## config.mk

```make
export PLATFORM = sky130hd
export DESIGN_NAME = sys_exec_unit_flat
export DESIGN_NICKNAME = d
export VERILOG_FILES = /design/src/rtl/sys_pkg.sv /design/src/rtl/sys_ops.sv /design/src/rtl/sys_exec_unit_csr_file.sv /design/src/rtl/sys_exec_unit.sv /design/src/flat_wrapper.sv
export SDC_FILE = /design/constraint.sdc
export NUM_CORES = 1
export LEC_CHECK = 0
export BUFFER_PORTS_ARGS = -buffer_cell sky130_fd_sc_hd__clkbuf_2
export CAP_MARGIN = 40
export CELL_PAD_IN_SITES_DETAIL_PLACEMENT = 1
export CELL_PAD_IN_SITES_GLOBAL_PLACEMENT = 1
export CORE_UTILIZATION = 40
export DETAILED_ROUTE_END_ITERATION = 8
export PLACE_DENSITY = 0.74
export SLEW_MARGIN = 20
export SYNTH_ARGS = -nofsm -noshare
export SYNTH_HDL_FRONTEND = slang
export SYNTH_SLANG_ARGS = --single-unit
```

## constraint.sdc

```tcl
create_clock -name clk -period 39.3 [get_ports clk]
set_input_delay 7.86 -clock clk [delete_from_list [all_inputs] [get_ports clk]]
set_output_delay 7.86 -clock clk [all_outputs]
set_load 0.02 [all_outputs]
```

## src/rtl/sys_pkg.sv

```systemverilog
// Shared constants for the system-op execute unit: CSR addresses, trap causes,
// mstatus bit positions and the redirect FSM state type.
package sys_pkg;

  localparam logic [11:0] CSR_MSTATUS  = 12'h300;
  localparam logic [11:0] CSR_MIE      = 12'h304;
  localparam logic [11:0] CSR_MTVEC    = 12'h305;
  localparam logic [11:0] CSR_MSCRATCH = 12'h340;
  localparam logic [11:0] CSR_MEPC     = 12'h341;
  localparam logic [11:0] CSR_MCAUSE   = 12'h342;
  localparam logic [11:0] CSR_MIP      = 12'h344;

  localparam logic [3:0] MCAUSE_ECALL_M   = 4'd11;
  localparam logic [3:0] MCAUSE_BREAK     = 4'd3;
  localparam logic [3:0] MCAUSE_IRQ_TIMER = 4'd7;

  localparam int MSTATUS_MIE_BIT  = 3;
  localparam int MSTATUS_MPIE_BIT = 7;
  localparam int MIE_MTIE_BIT     = 7;
  localparam int MIP_MTIP_BIT     = 7;

  typedef enum logic [0:0] {
    IDLE  = 1'b0,
    REDIR = 1'b1
  } sys_state_e;

endpackage

```

## src/rtl/sys_ops.sv

```systemverilog
// Decode-to-execute handshake payload for system ops: op bits plus CSR address.
interface sys_ops;
  logic        ecall;
  logic        ebreak;
  logic        mret;
  logic        csrrw;
  logic        csrrs;
  logic        csrrc;
  logic [11:0] csr_addr;

  modport src (output ecall, ebreak, mret, csrrw, csrrs, csrrc, csr_addr);
  modport dst (input  ecall, ebreak, mret, csrrw, csrrs, csrrc, csr_addr);
endinterface

```

## src/rtl/sys_exec_unit_csr_file.sv

```systemverilog
// Machine-mode CSR storage with an address-decoded read mux, one write port,
// and a trap/mret side-effect port that updates mstatus/mepc/mcause.
module csr_file
  import sys_pkg::*;
#(
  parameter int               XLEN      = 64,
  parameter logic [XLEN-1:0]  RESET_VEC = 64'h8000_0000
) (
  input  logic            clk,
  input  logic            rst,
  input  logic            irq_timer,
  input  logic [11:0]     rd_addr,
  output logic [XLEN-1:0] rd_data,
  input  logic            wr_en,
  input  logic [11:0]     wr_addr,
  input  logic [XLEN-1:0] wr_data,
  input  logic            trap_en,
  input  logic [XLEN-1:2] trap_pc,
  input  logic [XLEN-1:0] trap_cause,
  input  logic            mret_en,
  output logic            mstatus_mie,
  output logic            mie_mtie,
  output logic [XLEN-1:0] mtvec_base,
  output logic [XLEN-1:0] mepc_val
);

  logic            mie_reg;
  logic            mpie_reg;
  logic            mtie_reg;
  logic [XLEN-1:2] mtvec_reg;
  logic [XLEN-1:0] mscratch_reg;
  logic [XLEN-1:2] mepc_reg;
  logic [XLEN-1:0] mcause_reg;

  assign mstatus_mie = mie_reg;
  assign mie_mtie    = mtie_reg;
  assign mtvec_base  = {mtvec_reg, 2'b00};
  assign mepc_val    = {mepc_reg, 2'b00};

  always_comb begin
    rd_data = '0;
    case (rd_addr)
      CSR_MSTATUS: begin
        rd_data[12:11]            = 2'b11;
        rd_data[MSTATUS_MPIE_BIT] = mpie_reg;
        rd_data[MSTATUS_MIE_BIT]  = mie_reg;
      end
      CSR_MIE:      rd_data[MIE_MTIE_BIT] = mtie_reg;
      CSR_MTVEC:    rd_data = {mtvec_reg, 2'b00};
      CSR_MSCRATCH: rd_data = mscratch_reg;
      CSR_MEPC:     rd_data = {mepc_reg, 2'b00};
      CSR_MCAUSE:   rd_data = mcause_reg;
      CSR_MIP:      rd_data[MIP_MTIP_BIT] = irq_timer;
      default:      rd_data = '0;
    endcase
  end

  // Trap, mret and CSR write are mutually exclusive by construction upstream.
  always_ff @(posedge clk or posedge rst) begin
    if (rst) begin
      mie_reg      <= 1'b0;
      mpie_reg     <= 1'b0;
      mtie_reg     <= 1'b0;
      mtvec_reg    <= RESET_VEC[XLEN-1:2];
      mscratch_reg <= '0;
      mepc_reg     <= '0;
      mcause_reg   <= '0;
    end else if (trap_en) begin
      mepc_reg   <= trap_pc;
      mcause_reg <= trap_cause;
      mpie_reg   <= mie_reg;
      mie_reg    <= 1'b0;
    end else if (mret_en) begin
      mie_reg  <= mpie_reg;
      mpie_reg <= 1'b1;
    end else if (wr_en) begin
      case (wr_addr)
        CSR_MSTATUS: begin
          mie_reg  <= wr_data[MSTATUS_MIE_BIT];
          mpie_reg <= wr_data[MSTATUS_MPIE_BIT];
        end
        CSR_MIE:      mtie_reg     <= wr_data[MIE_MTIE_BIT];
        CSR_MTVEC:    mtvec_reg    <= wr_data[XLEN-1:2];
        CSR_MSCRATCH: mscratch_reg <= wr_data;
        CSR_MEPC:     mepc_reg     <= wr_data[XLEN-1:2];
        CSR_MCAUSE:   mcause_reg   <= wr_data;
        default: ;
      endcase
    end
  end

endmodule

```

## src/rtl/sys_exec_unit.sv

```systemverilog
// Execute-stage system-op unit: CSR read/modify/write, ecall/ebreak/mret and
// timer-interrupt sequencing into a one-cycle fetch redirect.
module sys_exec_unit
  import sys_pkg::*;
#(
  parameter int               XLEN      = 64,
  parameter logic [XLEN-1:0]  RESET_VEC = 64'h8000_0000
) (
  input  logic            clk,
  input  logic            rst,
  sys_ops.dst             sys,
  input  logic            op_valid,
  output logic            op_ready,
  input  logic [XLEN-1:0] op_pc,
  input  logic [XLEN-1:0] op_src,
  input  logic            irq_timer,
  input  logic [XLEN-1:0] irq_pc,
  output logic            rd_valid,
  output logic [XLEN-1:0] rd_data,
  output logic            redirect_valid,
  output logic [XLEN-1:0] redirect_pc
);

  sys_state_e      state_reg;
  logic            rd_valid_reg;
  logic [XLEN-1:0] rd_data_reg;
  logic            redirect_valid_reg;
  logic [XLEN-1:0] redirect_pc_reg;

  logic            mstatus_mie, mie_mtie;
  logic [XLEN-1:0] mtvec_base, mepc_val, csr_old, csr_new, trap_cause;
  logic            irq_take, accept;
  logic            is_ecall, is_ebreak, is_mret, is_rw, is_rs, is_rc, is_csr;
  logic            csr_wr, trap_en, mret_en;

  assign irq_take = (state_reg == IDLE) & irq_timer & mstatus_mie & mie_mtie;
  assign op_ready = (state_reg == IDLE) & ~irq_take;
  assign accept   = op_valid & op_ready;

  // Fixed priority decode: ecall > ebreak > mret > csrrw > csrrs > csrrc.
  assign is_ecall  = sys.ecall;
  assign is_ebreak = ~sys.ecall & sys.ebreak;
  assign is_mret   = ~sys.ecall & ~sys.ebreak & sys.mret;
  assign is_rw     = ~sys.ecall & ~sys.ebreak & ~sys.mret & sys.csrrw;
  assign is_rs     = ~sys.ecall & ~sys.ebreak & ~sys.mret & ~sys.csrrw & sys.csrrs;
  assign is_rc     = ~sys.ecall & ~sys.ebreak & ~sys.mret & ~sys.csrrw & ~sys.csrrs & sys.csrrc;
  assign is_csr    = is_rw | is_rs | is_rc;

  always_comb begin
    csr_new = csr_old & ~op_src;
    if (is_rw)      csr_new = op_src;
    else if (is_rs) csr_new = csr_old | op_src;
  end

  // Set/clear with a zero mask must not write (avoids side effects on read-only use).
  assign csr_wr  = accept & (is_rw | ((is_rs | is_rc) & (|op_src)));
  assign trap_en = irq_take | (accept & (is_ecall | is_ebreak));
  assign mret_en = accept & is_mret;

  always_comb begin
    trap_cause = XLEN'(MCAUSE_BREAK);
    if (irq_take)      trap_cause = {1'b1, {(XLEN-1){1'b0}}} | XLEN'(MCAUSE_IRQ_TIMER);
    else if (is_ecall) trap_cause = XLEN'(MCAUSE_ECALL_M);
  end

  csr_file #(
    .XLEN      (XLEN),
    .RESET_VEC (RESET_VEC)
  ) u_csr_file (
    .clk         (clk),
    .rst         (rst),
    .irq_timer   (irq_timer),
    .rd_addr     (sys.csr_addr),
    .rd_data     (csr_old),
    .wr_en       (csr_wr),
    .wr_addr     (sys.csr_addr),
    .wr_data     (csr_new),
    .trap_en     (trap_en),
    .trap_pc     (irq_take ? irq_pc[XLEN-1:2] : op_pc[XLEN-1:2]),
    .trap_cause  (trap_cause),
    .mret_en     (mret_en),
    .mstatus_mie (mstatus_mie),
    .mie_mtie    (mie_mtie),
    .mtvec_base  (mtvec_base),
    .mepc_val    (mepc_val)
  );

  always_ff @(posedge clk or posedge rst) begin
    if (rst) begin
      state_reg          <= IDLE;
      rd_valid_reg       <= 1'b0;
      rd_data_reg        <= '0;
      redirect_valid_reg <= 1'b0;
      redirect_pc_reg    <= '0;
    end else begin
      rd_valid_reg       <= 1'b0;
      redirect_valid_reg <= 1'b0;
      case (state_reg)
        IDLE: begin
          if (trap_en) begin
            redirect_valid_reg <= 1'b1;
            redirect_pc_reg    <= mtvec_base;
            state_reg          <= REDIR;
          end else if (mret_en) begin
            redirect_valid_reg <= 1'b1;
            redirect_pc_reg    <= mepc_val;
            state_reg          <= REDIR;
          end
          if (accept & is_csr) begin
            rd_valid_reg <= 1'b1;
            rd_data_reg  <= csr_old;
          end
        end
        REDIR:   state_reg <= IDLE;
        default: state_reg <= IDLE;
      endcase
    end
  end

  assign rd_valid       = rd_valid_reg;
  assign rd_data        = rd_data_reg;
  assign redirect_valid = redirect_valid_reg;
  assign redirect_pc    = redirect_pc_reg;

endmodule

```

## src/flat_wrapper.sv

```systemverilog
// flat-port wrapper written by rule: the top's interface ports become plain ports
module sys_exec_unit_flat import sys_pkg::*;
#(
  parameter int               XLEN      = 64,
  parameter logic [XLEN-1:0]  RESET_VEC = 64'h8000_0000
)
  (clk, rst, op_valid, op_ready, op_pc, op_src, irq_timer, irq_pc, rd_valid, rd_data, redirect_valid, redirect_pc, sys_ecall, sys_ebreak, sys_mret, sys_csrrw, sys_csrrs, sys_csrrc, sys_csr_addr);
  sys_ops sys_i ();
  input  logic clk;
  input  logic rst;
  input  logic op_valid;
  output logic op_ready;
  input  logic [XLEN-1:0] op_pc;
  input  logic [XLEN-1:0] op_src;
  input  logic irq_timer;
  input  logic [XLEN-1:0] irq_pc;
  output logic rd_valid;
  output logic [XLEN-1:0] rd_data;
  output logic redirect_valid;
  output logic [XLEN-1:0] redirect_pc;
  input wire logic [$bits(sys_i.ecall)-1:0] sys_ecall;
  input wire logic [$bits(sys_i.ebreak)-1:0] sys_ebreak;
  input wire logic [$bits(sys_i.mret)-1:0] sys_mret;
  input wire logic [$bits(sys_i.csrrw)-1:0] sys_csrrw;
  input wire logic [$bits(sys_i.csrrs)-1:0] sys_csrrs;
  input wire logic [$bits(sys_i.csrrc)-1:0] sys_csrrc;
  input wire logic [$bits(sys_i.csr_addr)-1:0] sys_csr_addr;
  assign sys_i.ecall = sys_ecall;
  assign sys_i.ebreak = sys_ebreak;
  assign sys_i.mret = sys_mret;
  assign sys_i.csrrw = sys_csrrw;
  assign sys_i.csrrs = sys_csrrs;
  assign sys_i.csrrc = sys_csrrc;
  assign sys_i.csr_addr = sys_csr_addr;
  sys_exec_unit #(.XLEN(XLEN), .RESET_VEC(RESET_VEC)) u_core (.clk(clk), .rst(rst), .sys(sys_i), .op_valid(op_valid), .op_ready(op_ready), .op_pc(op_pc), .op_src(op_src), .irq_timer(irq_timer), .irq_pc(irq_pc), .rd_valid(rd_valid), .rd_data(rd_data), .redirect_valid(redirect_valid), .redirect_pc(redirect_pc));
endmodule
```

==> results of run 1 <==
## per-stage QoR
step	worst slack, ns	util, %	instance area [µm²]	hold slack (ns)
final	22.91	49.2	24100	0.482
after global placement	22.90	45.1	22100	0.459
after global routing	22.89	49.2	24100	0.502
after detailed placement	22.90	45.9	22500	0.470
after floorplan	20.80	-	19900	0.446
after CTS	22.90	49.1	24000	0.483
## cells in the mapped netlist (30+ instances only)
| master | n | area, µm² |
|---|---|---|
| a221oi_1 | 57 | 499 |
| o21ai_0 | 194 | 971 |
| nand2_1 | 569 | 2140 |
| o2bb2ai_1 | 36 | 315 |
| buf_2 | 49 | 245 |
| a21oi_1 | 65 | 325 |
| and3_1 | 60 | 375 |
| clkbuf_1 | 123 | 462 |
| o21ai_1 | 30 | 150 |
| a32oi_1 | 34 | 298 |
| mux2_2 | 61 | 687 |
| a31oi_1 | 58 | 363 |
| dfrtp_1 | 382 | 9560 |
| nor2_1 | 134 | 503 |
| mux2i_1 | 136 | 1360 |
## cells by family (layout without fill, tap and decap cells)
kind of cell	after synthesis	after routing	synth area share (%)
buf+inv	195	477	4.20
mux	197	197	10.3
simple gates	845	845	18.1
flops	383	383	48.2
other cells	1	10	0.0189
compound gates	580	580	19.2
## worst min-delay path: stages (launching register included)
cell	delay, ns
dfrtp_1	0.34
nand2_1	0.05
o21ai_0	0.06
## final timing paths
| path | start | endpoint | slack [ns] |
|---|---|---|---|
| hold / removal | u_core.u_csr_file.mscratch_reg[30] | u_core.u_csr_file.mscratch_reg[30] | 0.48 |
| hold reg to reg | u_core.u_csr_file.mscratch_reg[30] | u_core.u_csr_file.mscratch_reg[30] | 0.48 |
| max in group asynchronous | rst | u_core.u_csr_file.mepc_reg[59] | 29.92 |
| min in group asynchronous | rst | u_core.u_csr_file.mepc_reg[56] | 7.29 |
| setup reg to reg | u_core.u_csr_file.mstatus_mie | u_core.u_csr_file.mepc_reg[3] | 36.02 |
| setup / recovery | irq_timer | op_ready | 22.91 |
## layout make-up
type	instances	area, µm²
Sequential cell	383	9590
Clock buffer	73	1440
Fill cell	5685	24900
Tap cell	664	831
Antenna cell	8	20.0
Inverter	5	27.5
Clock inverter	9	123
Timing Repair Buffer	390	2390
Multi-Input combinational cell	1624	9660
## metal layers
layer | part of all wire [%] | vias up | track usage, %
met1 | 42 | 9580 | 40.9
met4 | 3.8 | 8 | 14.0
met3 | 6.4 | 196 | 5.50
met5 | 0.063 | - | 0
li1 | - | 8365 | -
met2 | 48 | 728 | 51.7
## report_power, final
part	total [µW]	internal (µW)	switching, µW
Combinational	185	66.2	119
Clock	445	269	176
Sequential	467	435	31.6
Total	1100	770	327
==> flow_summary.toml, run 1 <==
[critical_path]
cpMaxStageDelayCell = "and3_1"
reg2regPathDepth = 8
crit_type = "input pin to primary output"
end_kind = "primary output"
slowest_delay_ns = 0.32
crit_family = "simple AND/OR/NAND/NOR gates"
crit_path_frequent_cell = "clkbuf_2"
cp_num_cells = 4
crit_chain = "clkbuf_2 -> and3_1 -> nor2_1 -> clkbuf_2"
start_kind = "input pin"
worstPathRequired_ns = 31.44
cp.arrival_ns = 8.53
cp_max_fo = 3
cp_num_buf_inv = 2

[global_routing]
grt_pass1_vias = 19879
antenna_found_initial = 12
grt_max_degree = 130
grt_pass1_wl_mm = 121
grt_overflow_total = 0
grt_usage_pct = 31.5

[floorplan]
die_area_um2 = 50600
io_pins = 345
rows = 81
dieHeight_um = 225
start_util_pct = 40.6
core-area_um2 = 49000
die_x_um = 225

[final_layout]
final_cells = 3156
num-nets-final = 2664
drive_gt1_share_pct = 22.4
layout_common_cells = "nand2_1, dfrtp_1, clkbuf_2"
final_common_cell = "nand2_1"
syn_to_final_growth_pct = 21.1

[clock_tree]
clock_latency_ns = 0.59
cts_buffers = 46
post_cts_resized = 0
post-cts-setup-buffers = 0
path_clk_slew_ns = 0.06
clock_sinks = 383
cts_max_level = 2
clk_path_buf_depth = 3
cts_tree = "yes"
postCtsHoldBufs = 0
cts_root_buf = "clkbuf_16"

[logic_synthesis]
synth_cells = 2201
synth_cell_types = 64
async_reset_ff_share_pct = 100
yosysSeqAreaShare_pct = 48.2
yosysWarnings = 0
syn_avg_cell_area_um2 = 9.03
synth-main-ff-cell = "dfrtp_1"
syn_area_um2 = 19900
synth_edf_count = 0
ys_seq_elements = 383

[power]
leakage_uw = 0.0111
p_total_uw = 1100
ir_worst_vdd_mv = 0.0292
p_per_area_nw_per_um2 = 45.6

[timing]
rsz0062_at_grt = "false"
min_period_ns = 16.39
fin_crit_sh_pct = 41.7
max_freq_mhz = 61.0
setup_tns_ns = 0
finalSetupViolCount = 0
worst_slew_pin_slew_ns = 0.864
final-hold-violation-count = 0
maxSlewHeadroom_pct = 42.4
slew_viol_final = 0
finClkSkew_ns = 0.0258

[routing]
drc = 0
wirelength_mm = 79.8
via_per_inst = 5.98
via_count = 18877
antenna_left = 0
drtPass1Iterations = 5
drtIter0Drc = 1324
wl_per_cell_um = 25.3

[placed_design]
dp_hpwl_mm = 50.2
io_buffers = 338
routabilityCongestion = 0.842
placed_cells = 3065

[hold_path]
min_path_cells = 2
hp-class = "register to register"

[flow_run]
drv_cap = 0

[run_status]
status = "completed"
(Power assumes the default switching activity.)
==> run 2, diff against run 1 <==
==> constraint.sdc (replaced) <==
create_clock -name clk -period 17.1 [get_ports clk]
set_input_delay 3.42 -clock clk [delete_from_list [all_inputs] [get_ports clk]]
set_output_delay 3.42 -clock clk [all_outputs]
set_load 0.02 [all_outputs]
==> run 2 against run 1 <==
Compared with the run above: register-to-register slack worse by 22 ns; highest routed layer unchanged; hold slack lost 0.0063 ns; largest power group unchanged; total power grew 130%.
==> flow_summary.toml, run 2 (synthesis results as in run 1) <==
[critical_path]
start_kind = "input pin"
end_kind = "primary output"
cp_max_fo = 3
cpMaxStageDelayCell = "and3_1"
crit_chain = "clkbuf_2 -> and3_1 -> nor2_1 -> clkbuf_2"
worstPathRequired_ns = 13.68
crit_type = "input pin to primary output"
cp.arrival_ns = 4.10
slowest_delay_ns = 0.32
crit_path_frequent_cell = "clkbuf_2"
reg2regPathDepth = 9

[clock_tree]
clock_latency_ns = 0.59
cts_max_level = 2
postCtsHoldBufs = 0
path_clk_slew_ns = 0.06
cts_root_buf = "clkbuf_16"
post_cts_resized = 0
cts_buffers = 45
post-cts-setup-buffers = 0
clock_sinks = 383
cts_tree = "yes"
clk_path_buf_depth = 3

[floorplan]
die_area_um2 = 50600
dieHeight_um = 225
start_util_pct = 40.6
die_x_um = 225
io_pins = 345
core-area_um2 = 49000
rows = 81

[flow_run]
drv_cap = 0

[placed_design]
io_buffers = 338
placedInstanceArea_um2 = 22400
routabilityCongestion = 0.846
dp_hpwl_mm = 49.9

[routing]
wirelength_mm = 78.4
via_per_inst = 5.92
wl_per_cell_um = 24.8
drc = 0
drtPass1Iterations = 5
antenna_left = 0
via_count = 18688
drtIter0Drc = 1348

[final_layout]
final_common_cell = "nand2_1"
fill_cells = 5630
stdcell_area_um2 = 24000
syn_to_final_growth_pct = 20.8
layout_common_cells = "nand2_1, dfrtp_1, clkbuf_2"
num-nets-final = 2665
drive_gt1_share_pct = 22.4

[global_routing]
grt_pass1_vias = 19843
grt_max_degree = 114
use_met1_pct = 40.8
grt_overflow_total = 0
antenna_found_initial = 13
grtUsageMet3_pct = 5.85
grt_usage_pct = 31.2
grt_pass1_wl_mm = 120
grt_busiest_layer = "met2"
met2_usage_pct = 51.3

[timing]
finalSetupViolCount = 0
max_freq_mhz = 133
worst_slew_pin_slew_ns = 0.883
finClkSkew_ns = 0.0138
slew_viol_final = 0
fin_crit_sh_pct = 44.0
rsz0062_at_grt = "false"
setup_tns_ns = 0
min_period_ns = 7.52
maxSlewHeadroom_pct = 40.6
whs_ns = 0.476
final-hold-violation-count = 0

[power]
ir_worst_vdd_mv = 0.0693
leakage_uw = 0.0111
p_per_area_nw_per_um2 = 104

[hold_path]
hp-class = "register to register"
min_path_cells = 2

[run_status]
status = "completed"
-- run 2: cell types whose count changed in the layout (fill, tap and decap cells not counted) --
cell / before / now
buf_12: 3 / 6
buf_16: 13 / 10
buf_4: 35 / 37
buf_6: 1 / 0
clkbuf_1: 12 / 14
clkbuf_16: 49 / 47
clkbuf_2: 337 / 338
clkbuf_8: 12 / 11
clkinv_2: 6 / 7
clkinvlp_4: 1 / 0
inv_6: 0 / 1
-- run 2: power breakdown --
part	internal, µW	switching [µW]	total (µW)
registers	1000	72.6	1070
clock network	596	400	996
logic	152	272	424
-- run 2: worst max-delay path: cells and delay by family --
kind / cells / cell delay, ns
buf+inv: 2 / 0.28
simple gates: 2 / 0.39
-- run 2: path summary, 6_finish.rpt --
| path | startpoint | endpoint | slack [ns] |
|---|---|---|---|
| min in group asynchronous | rst | u_core.u_csr_file.mepc_reg[57] | 2.83 |
| min | u_core.u_csr_file.mscratch_reg[59] | u_core.u_csr_file.mscratch_reg[59] | 0.48 |
| max reg2reg | u_core.u_csr_file.mstatus_mie | u_core.u_csr_file.mscratch_reg[16] | 13.62 |
| max | irq_timer | op_ready | 9.58 |
| max in group asynchronous | rst | u_core.u_csr_file.mepc_reg[26] | 12.24 |
| min reg2reg | u_core.u_csr_file.mscratch_reg[59] | u_core.u_csr_file.mscratch_reg[59] | 0.48 |
-- run 2: stage by stage --
| stage | utilization (%) | total power, µW | worst slack [ns] | std cells |
|---|---|---|---|---|
| after CTS | 48.8 | 2510 | 9.59 | 3145 |
| after detailed placement | 45.7 | 1510 | 9.59 | 3063 |
| after global routing | 49.0 | 2590 | 9.57 | 3155 |
| after floorplan | - | 1320 | 3.04 | 2202 |
| final | 49.1 | 2490 | 9.58 | 3158 |
| after global placement | 45.1 | 1490 | 9.59 | 3050 |
-- run 2: layout make-up --
type / instances / area, µm² / area share [%]
Tap cell: 664 / 831 / 3.46
Inverter: 5 / 27.5 / 0.115
Multi-Input combinational cell: 1624 / 9660 / 40.2
Antenna cell: 8 / 20.0 / 0.0834
Sequential cell: 383 / 9590 / 39.9
Timing Repair Buffer: 392 / 2380 / 9.90
Clock buffer: 72 / 1380 / 5.75
Clock inverter: 10 / 129 / 0.537
-- run 2: routing by layer --
| metal | wire length, µm | vias to the layer above |
|---|---|---|
| li1 | - | 8357 |
| met1 | 32900 | 9508 |
| met2 | 37800 | 670 |
| met3 | 5370 | 141 |
| met4 | 2230 | 12 |
| met5 | 72 | - |
==> run 3, diff against run 2 <==
==> constraint.sdc (replaced) <==
create_clock -name clk -period 7.1 [get_ports clk]
set_input_delay 1.42 -clock clk [delete_from_list [all_inputs] [get_ports clk]]
set_output_delay 1.42 -clock clk [all_outputs]
set_load 0.02 [all_outputs]
==> run 3 against run 2 <==
Compared with the run above: combinational power grew 140%; non-clock buffer count shrank 1; via count down 0.18%.
==> flow_summary.toml, run 3 (synthesis results as in run 1) <==
[run_status]
status = "completed"

[clock_tree]
clk_path_buf_depth = 3
clock_latency_ns = 0.60
post-cts-setup-buffers = 0
cts_tree = "yes"
cts_buffers = 45
clock_sinks = 383
postCtsHoldBufs = 0
post_cts_resized = 0
cts_max_level = 2
path_clk_slew_ns = 0.06
cts_root_buf = "clkbuf_16"

[global_routing]
grt_usage_pct = 30.9
grt_pass1_wl_mm = 118
antenna_found_initial = 10
grt_overflow_total = 0
grt_max_degree = 174
grt_pass1_vias = 19586

[critical_path]
cp_max_fo = 21
end_kind = "register"
crit_chain = "clkbuf_2 -> nor4_1 -> nand4_1 -> or4_1 -> o211ai_4 -> buf_4 -> a211oi_1 -> o21ai_0"
r2r_setup_slack_ns = 4.08
start_kind = "input pin"
cp.arrival_ns = 4.95
worstPathRequired_ns = 7.60
slowest_delay_ns = 0.82
crit_type = "input pin to register"
cpMaxStageDelayCell = "nor4_1"

[routing]
antenna_left = 0
drc = 0
wl_per_cell_um = 24.8
drtIter0Drc = 1334
top_layer = "met5"
dr_wl_met2_mm = 37.0
wl_met3_mm = 4.77
wl_met1_mm = 33.7
via_count = 18654
wirelength_mm = 78.2
via_per_inst = 5.92
drtPass1Iterations = 6

[timing]
rsz0062_at_grt = "false"
maxSlewHeadroom_pct = 30.2
min_period_ns = 4.45
worst_slew_pin_slew_ns = 1.05
fin_crit_sh_pct = 62.7
finClkSkew_ns = 0.0260
setup_slack_ns = 2.65
slew_viol_final = 0
setup_tns_ns = 0
finalSetupViolCount = 0
final-hold-violation-count = 0
max_freq_mhz = 225

[floorplan]
die_area_um2 = 50600
start_util_pct = 40.6
rows = 81
io_pins = 345
core-area_um2 = 49000
die_x_um = 225
dieHeight_um = 225

[placed_design]
dp_slack_ns = 2.07
routabilityCongestion = 0.849
dp_hpwl_mm = 50.1
placedInstanceArea_um2 = 22400
io_buffers = 338

[power]
p_clk_share_pct = 39.1
seq_power_share_pct = 43.6
switching_share_pct = 30.1
leakage_uw = 0.0111
p_sw_uw = 1780
ir_worst_vdd_mv = 0.142
power_frac_comb_pct = 17.3
p_int_uw = 4140
p_per_area_nw_per_um2 = 247

[final_layout]
num-nets-final = 2664
syn_to_final_growth_pct = 20.5
regArea_um2 = 9590
fill_cells = 5709
final_common_cell = "nand2_1"
fin_util_pct = 49.0
multi_input_area_um2 = 9660
layout_common_cells = "nand2_1, dfrtp_1, clkbuf_2"
drive_gt1_share_pct = 22.4
stdcell_area_um2 = 24000

[hold_path]
hp-class = "register to register"

[flow_run]
drv_cap = 0
==> run 3: cell types whose count changed in the layout (fill, tap and decap cells not counted) <==
cell	change
bufinv_16	-1
clkinvlp_4	+1
clkinv_4	+1
clkbuf_16	-2
buf_16	+1
buf_4	-5
inv_6	+1
diode_2	-2
buf_8	+1
buf_6	+2
clkbuf_8	+1
clkbuf_1	-4
inv_8	-1
==> run 3: routing by layer <==
metal	GRT usage [%]	vias up
met2	50.2	603
met5	0	-
met1	40.6	9526
met3	6.13	143
met4	11.9	10
li1	-	8372
==> run 3: area by class of cell <==
class / count / share of cell area, %
clock buffer: 67 / 5.54
timing repair buffer: 391 / 10.0
inverter: 5 / 0.0992
tap: 664 / 3.47
sequential: 383 / 40.0
multi-input combinational: 1624 / 40.3
clock inverter: 11 / 0.486
antenna: 6 / 0.0627
==> run 3: worst paths after layout <==
kind,to,startpoint,depth (start not counted)
worst min register to register,u_core.u_csr_file.mscratch_reg[31],u_core.u_csr_file.mscratch_reg[31],2
min in group asynchronous,u_core.redirect_pc[57],rst,2
max in group asynchronous,u_core.u_csr_file.mscratch_reg[30],rst,3
worst max register to register,u_core.u_csr_file.mepc_reg[12],u_core.redirect_valid,7
worst min-delay path,u_core.u_csr_file.mscratch_reg[31],u_core.u_csr_file.mscratch_reg[31],2
worst max-delay path,u_core.u_csr_file.mcause_reg[0],op_src[60],8
==> run 3: power by group through the flow <==
stage,Clock [µW],Combinational (µW),Sequential (µW)
after detailed placement,0,1020,2620
after global routing,2430,1120,2600
after global placement,0,982,2610
after CTS,2350,1030,2580
after floorplan,0,456,2730
final,2310,1030,2580
==> run 3: worst max-delay path, delay by kind of cell <==
family | cells | cell delay [ns]
AOI/OAI and AO/OA | 3 | 1.07
buffers and inverters | 2 | 0.61
and+or+nand+nor | 3 | 1.84
==> run 3: stage by stage <==
step	instances	power [µW]	hold WS, ns
floorplan	2202	3190	0.446
global placement	3049	3590	0.457
detailed placement	3064	3640	0.467
CTS	3142	5960	0.480
global route	3149	6160	0.487
finish	3151	5920	0.481
